`config.mk`:
```
export PLATFORM = sky130hd
export DESIGN_NAME = note_spawn_scheduler
export DESIGN_NICKNAME = d
export VERILOG_FILES = /design/src/rtl/note_spawn_scheduler.sv
export SDC_FILE = /design/constraint.sdc
export NUM_CORES = 1
export LEC_CHECK = 0
export BUFFER_PORTS_ARGS = -buffer_cell sky130_fd_sc_hd__buf_2
export CORE_MARGIN = 4
export CORE_UTILIZATION = 56
export CTS_CLUSTER_DIAMETER = 120
export DETAILED_ROUTE_END_ITERATION = 12
export PLACE_DENSITY = 0.75
export SYNTH_ARGS = -nofsm -noshare
export SYNTH_HDL_FRONTEND = slang
export SYNTH_SLANG_ARGS = --single-unit
```
`constraint.sdc`:
```
create_clock -name clk -period 2.7 [get_ports clk]
set_input_delay 0.81 -clock clk [delete_from_list [all_inputs] [get_ports clk]]
set_output_delay 0.81 -clock clk [all_outputs]
set_load 0.02 [all_outputs]
```
`src/rtl/note_spawn_scheduler.sv`:
```
// Paces arrow spawns from the difficulty code and offers one lane mask per interval over valid/ready.
// Optional DOUBLE_ARROW_EN: some loads add the opposite lane to form a two-lane chord.
module note_spawn_scheduler #(
    parameter int         SPAWN_BASE = 16,
    parameter int         CNT_W      = 8,
    parameter logic [7:0] LFSR_SEED  = 8'hA5
) (
    input  logic        clk,
    input  logic        rst,
    input  logic        game_en,
    input  logic        frame_tick,
    input  logic [1:0]  difficulty_converted,
    input  logic        spawn_ready,
    output logic        spawn_valid,
    output logic [3:0]  spawn_lanes,
    output logic [15:0] spawn_count,
    output logic [7:0]  skipped_count
);

    typedef enum logic [1:0] {IDLE, COUNT, OFFER} state_t;

    state_t           state, state_nxt;
    logic [CNT_W-1:0] frame_cnt;
    logic [CNT_W-1:0] interval;
    logic [7:0]       lfsr;
    logic [3:0]       new_mask;
    logic             running, transfer, expire, load_mask, skip, relatch;

    // Code 0 stands for the slowest pace, four difficulty units.
    function automatic logic [CNT_W-1:0] interval_of(input logic [1:0] code);
        logic [CNT_W-1:0] units;
        units = (code == 2'd0) ? CNT_W'(4) : CNT_W'(code);
        return units * CNT_W'(SPAWN_BASE);
    endfunction

    assign spawn_valid = (state == OFFER);
    assign running     = game_en && (state != IDLE);
    assign transfer    = spawn_valid && spawn_ready;
    assign expire      = running && frame_tick && (frame_cnt == interval - 1'b1);
    assign relatch     = ((state == IDLE) && game_en) || expire;

    always_comb begin
        new_mask = 4'b0001 << lfsr[1:0];
`ifdef DOUBLE_ARROW_EN
        if (lfsr[7:5] == 3'b111)
            new_mask = new_mask | (4'b0001 << (lfsr[1:0] + 2'd2));
`endif
    end

    always_ff @(posedge clk) begin
        if (rst) state <= IDLE;
        else     state <= state_nxt;
    end

    always_comb begin
        state_nxt = state;
        load_mask = 1'b0;
        skip      = 1'b0;
        case (state)
            IDLE: begin
                if (game_en) state_nxt = COUNT;
            end
            COUNT: begin
                if (!game_en) begin
                    state_nxt = IDLE;
                end else if (expire) begin
                    state_nxt = OFFER;
                    load_mask = 1'b1;
                end
            end
            OFFER: begin
                // An offer still pending at expiry is kept; the lost interval is only counted.
                if (!game_en) begin
                    state_nxt = IDLE;
                end else if (expire) begin
                    if (spawn_ready) load_mask = 1'b1;
                    else             skip      = 1'b1;
                end else if (spawn_ready) begin
                    state_nxt = COUNT;
                end
            end
            default: state_nxt = IDLE;
        endcase
    end

    always_ff @(posedge clk) begin
        if (rst) begin
            frame_cnt     <= '0;
            interval      <= interval_of(2'd2);
            lfsr          <= LFSR_SEED;
            spawn_lanes   <= 4'b0000;
            spawn_count   <= 16'd0;
            skipped_count <= 8'd0;
        end else begin
            if (game_en)
                lfsr <= {lfsr[6:0], lfsr[7] ^ lfsr[5] ^ lfsr[4] ^ lfsr[3]};

            if (!running || expire) frame_cnt <= '0;
            else if (frame_tick)    frame_cnt <= frame_cnt + 1'b1;

            if (relatch)   interval    <= interval_of(difficulty_converted);
            if (load_mask) spawn_lanes <= new_mask;

            // A transfer in the cycle game_en falls still counts.
            if (transfer) spawn_count <= spawn_count + 16'd1;
            if (skip && (skipped_count != 8'hFF)) skipped_count <= skipped_count + 8'd1;
        end
    end

endmodule

```
# Word-level counts from Yosys, hierarchy flattened
# Index checks and enable logic that the tools add are counted.
# op_classes
add_sub_neg,4
n_mul,0
div_mod_pow,0
order_cmp,0
n_eq_ne,8
shift,1
muxes,18
n_bitwise,3
n_reduce_logical,14
# ops
cell,n
adder 16 x 1 -> 16 bit (second input constant),1
adder 8 x 1 -> 8 bit (second input constant),2
2-to-1 mux 2 bit,6
2-to-1 mux 1 bit,9
!= test 3 bit (second input constant),3
equality test 8 bit,1
!= test 8 bit (second input constant),1
subtractor 8 x 1 -> 8 bit (second input constant),1
logical AND 1 bit,6
one-hot mux 2 bit (3 select lines),1
logical NOT 2 bit,2
AND reduction 4 bit,1
<< shifter 1 x 2 -> 4 bit (first input constant),1
2-to-1 mux 3 bit,1
XOR 1 bit,3
equality test 2 x 1 -> 1 bit (second input constant),1
equality test 2 bit (second input constant),1
logical OR 1 bit,2
!= test 2 bit (second input constant),1
one-hot mux 1 bit (2 select lines),1
nonzero test 2 bit,1
OR reduction 2 bit,1
logical NOT 1 bit,1
# totals
register_bits,50
latch_bits,0
mem_bits_rw,0
romBits,0
input_bits,7
output_inout_bits,29
word_cells,55
memories,0

# Logic depth before layout (Yosys ltp)
# depth
word_depth,8
mapped_depth,8
ltp_nobuf,7

# Worst setup path before layout
# No wires, ideal clock.
# synth_timing
kind,input -> register
startpoint,input frame_tick
endpoint,register skipped_count[3]
setup_time_ps,123
arrival_time_ps,2416
required_ps,2577
setup_slack_ps,161
cell_stages,5
path_buffers,0
path_cell_list,nand4_2 -> or4_4 -> a2111oi_4 -> nand4_1 -> mux2_1
# synth_via
elab_chain_len,6
# synth_rtl
element,line,rtl
from (decl),11,"input logic frame_tick,"
logical AND 1 bit (2 in series),39,assign expire = running && frame_tick && (frame_cnt == interval - 1'b1);
2-to-1 mux 1 bit,75,end else if (expire) begin
2-to-1 mux 1 bit,73,if (!game_en) begin
2-to-1 mux 1 bit,59,case (state)
logical AND 1 bit,106,if (skip && (skipped_count != 8'hFF)) skipped_count <= skipped_count + 8'd1;
to (signal assigned),106,
to (decl),17,output logic [7:0] skipped_count
# Every way passes these cells.
# A chain may end at the register's enable or synchronous reset.

# Worst setup path after layout
# layout_timing
startpoint,register state[0]
endpoint,register skipped_count[5]
# layout_via
elab_chain_len,8
elab_cells_between_ends,9
classes_between,1 x eq/ne; 3 x mux; 5 x reduce/logical
# layout_rtl
element,line,rtl
from (decl),22,"state_t state, state_nxt;"
from (signal assigned),52,else state <= state_nxt;
nonzero test 2 bit,37,assign running = game_en && (state != IDLE);
logical AND 1 bit,37,
logical AND 1 bit (2 in series),39,
2-to-1 mux 1 bit,75,
2-to-1 mux 1 bit,73,
2-to-1 mux 1 bit *,59,
logical AND 1 bit *,106,
# Mark *: on every way between the ends. The rest lies on a longest branch, timed or not.

==> results.ini <==
[setup_path]
path_max_fanout=5
startpoint=state[0]
worstSetupPathType=flip-flop to flip-flop
r2r_end=skipped_count[5]
cp-endpoint=skipped_count[5]
start_kind=flip-flop
worst-r2r-cell-count=7
r2r_slack_ns=0.16
r2r-start=state[0]
cp.required_ns=2.90
cp-end-kind=flip-flop
timing.critical_path.arrival_ns=2.73

[clock_network]
cts_buffers=5
clockRootBuffer=clkbuf_8
clk_latency_ns=0.30
cts_sinks=49
cts_resized=0
cts_setup_buffers=0
clk_path_buf_depth=2
cts.clk_slew.worst_paths_ns=0.09
hold_buffers=0
cts_tree=yes
h-tree-depth=2

[grt]
grt_pass1_vias=1767
grt_overflow=0
grt.total_usage_pct=18.4
grt_max_degree=35
grt_pass1_wl_um=7890
antenna_found_initial=0

[final_layout]
final_cell_mix=dfxtp_1, nor2_1, buf_2
drive_above_1_share_pct=20.8
area_delta_synth_final_pct=13.7
n_antenna_cell=0
finalNetCount=317
layout_commonest_cell=dfxtp_1

[run]
maxCapViolCount=0

[synth]
synthArstFlopShare_pct=0
synth_cell_types=44
synth_flop_cell=dfxtp_1
syn_inst=263
ys_seq_elements=49
syn_nets=278
synth_edf_count=0
synth_area_sq_mm=0.00241
yosysWarnings=0
avgSynthCellArea_sq_um=9.17
seq_area_frac_synth_pct=40.7

[timing]
relSlewSlack_pct=63.5
max_freq_mhz=394
setup_viol=0
slew_violations=0
finalWorstSetupSlack_ns=0.164
final-hold-violation-count=0
finClkSkew_ns=0.00441
fin_crit_sh_pct=93.9
fin_setup_tns_ns=0
tightest_slew_ns=0.548
rsz0062_at_grt=false
finalCriticalPeriod_ns=2.54

[pwr]
finalPower_uw=1490
p_comb_share_pct=13.1
clockPowerShare_pct=35.2
leakage_uw=0.00116
internal_power_uw=1120
sw_frac_of_total_pct=25.3
switching_power_uw=378
ir_worst_vdd_uv=339
power_density_mw_per_mm2=545
p_seq_share_pct=51.6

[floorplan]
ios=36
die-area_sq_mm=0.00542
coreArea_sq_mm=0.00409
row_count=23
start_util_pct=59.0
dieHeight_um=73.6
fp.dieW_um=73.6

[detailed_routing]
drt_iter0_drc=106
vias=1892
vias_per_cell=5.36
totalWireLength_um=4520
remaining_drc_errors=0
wl_per_cell_um=12.8
drtAntennaViolNets=0
drt-pass1-iter-count=4

[place]
pre_cts_slack_ns=0.0896
gp_congestion=0.780
io_buffers=35
dp_hpwl_um=3310

[run_status]
status=complete, no violations

[hold_path]
holdCritPathClass=flip-flop to flip-flop

==> worst max-delay path, stage by stage, from the launching register on <==
cell	delay, ns
dfxtp_1	0.37
inv_1	0.10
ha_1	0.26
nand2b_1	0.19
or4_4	0.57
a2111oi_4	0.46
nand4_1	0.16
mux2_1	0.32
==> stage by stage <==
| stage | utilization (%) | instance area (sq um) | std cells | hold slack, ns |
|---|---|---|---|---|
| detailed placement | 64.4 | 2630 | 345 | 0.440 |
| floorplan | - | 2410 | 263 | 0.435 |
| global placement | 64.4 | 2630 | 345 | 0.437 |
| finish | 67.1 | 2740 | 353 | 0.449 |
| CTS | 67.1 | 2740 | 353 | 0.453 |
| global route | 67.1 | 2740 | 353 | 0.484 |
==> Yosys cell counts, types with 2 or more instances <==
library cell	n	area, sq um
a211o_1	3	26.3
a21o_2	2	17.5
a21oi_1	13	65.1
and2b_2	2	17.5
and3_1	6	37.5
buf_1	2	7.51
clkbuf_1	4	15.0
clkbuf_8	3	41.3
dfxtp_1	49	981
ha_1	8	100
inv_1	8	30.0
mux2_1	2	22.5
mux2_2	2	22.5
mux2i_1	11	110
nand2_1	13	48.8
nand2b_1	6	37.5
nand3_1	7	35.0
nand3b_1	3	22.5
nand4_1	11	68.8
nor2_1	42	158
nor2b_1	4	25.0
nor3_1	5	25.0
nor4_1	4	25.0
o21ai_0	3	15.0
or2_2	2	12.5
or3_1	2	12.5
or3b_2	2	17.5
xnor2_1	14	123
xor2_1	15	131
==> final cells by class <==
type	count	area, sq um
inverters	8	30.0
clock buffers	6	72.6
fillers	345	1350
clock inverters	2	38.8
flip-flops and latches	49	981
multi-input cells	197	1340
well taps	50	62.6
repair buffers	41	220
==> registers in the layout, indices dropped and copies added, names as in the netlist <==
| signal | count |
|---|---|
| lfsr | 8 |
| spawn_lanes | 4 |
| skipped_count | 8 |
| frame_cnt | 8 |
| interval | 3 |
| state | 2 |
| spawn_count | 16 |
==> cells by family (layout without fill, tap and decap cells) <==
kind of cell    count (synthesis)  after routing  synth area share (%)
fa+ha+maj                       8              8                  4.15
mux                            15             15                  6.43
xor+xnor                       29             29                  10.5
compound gates                 25             25                  7.27
flops                          49             49                  40.7
buf+inv                        17             57                  3.89
simple gates                  120            120                  27.0
==> power groups by stage <==
stage / combinational, uW / clock, uW / sequential, uW
2_1_floorplan: 161 / 0 / 784
3_3_place_gp: 190 / 0 / 788
3_5_place_dp: 196 / 0 / 789
4_1_cts: 198 / 544 / 772
5_1_grt: 222 / 569 / 777
6_report: 196 / 526 / 772
==> how the worst min path moves through the flow <==
stage                   start              to  cells past startpoint
6_report       spawn_lanes[3]  spawn_lanes[3]                      2
3_5_place_dp   spawn_lanes[3]  spawn_lanes[3]                      2
3_3_place_gp   spawn_lanes[3]  spawn_lanes[3]                      2
4_1_cts        spawn_lanes[3]  spawn_lanes[3]                      2
2_1_floorplan         lfsr[6]         lfsr[7]                      1
5_1_grt        spawn_lanes[3]  spawn_lanes[3]                      2
==> routing by layer <==
| metal | GRT usage [%] | vias to the layer above | routed length, um |
|---|---|---|---|
| li1 | - | 987 | - |
| met1 | 24.7 | 868 | 2260 |
| met2 | 28.7 | 31 | 2000 |
| met3 | 4.79 | 6 | 193 |
| met4 | 6.24 | 0 | 63 |
| met5 | 0 | - | 0 |
Note: power is estimated with default switching activity, not from simulation.
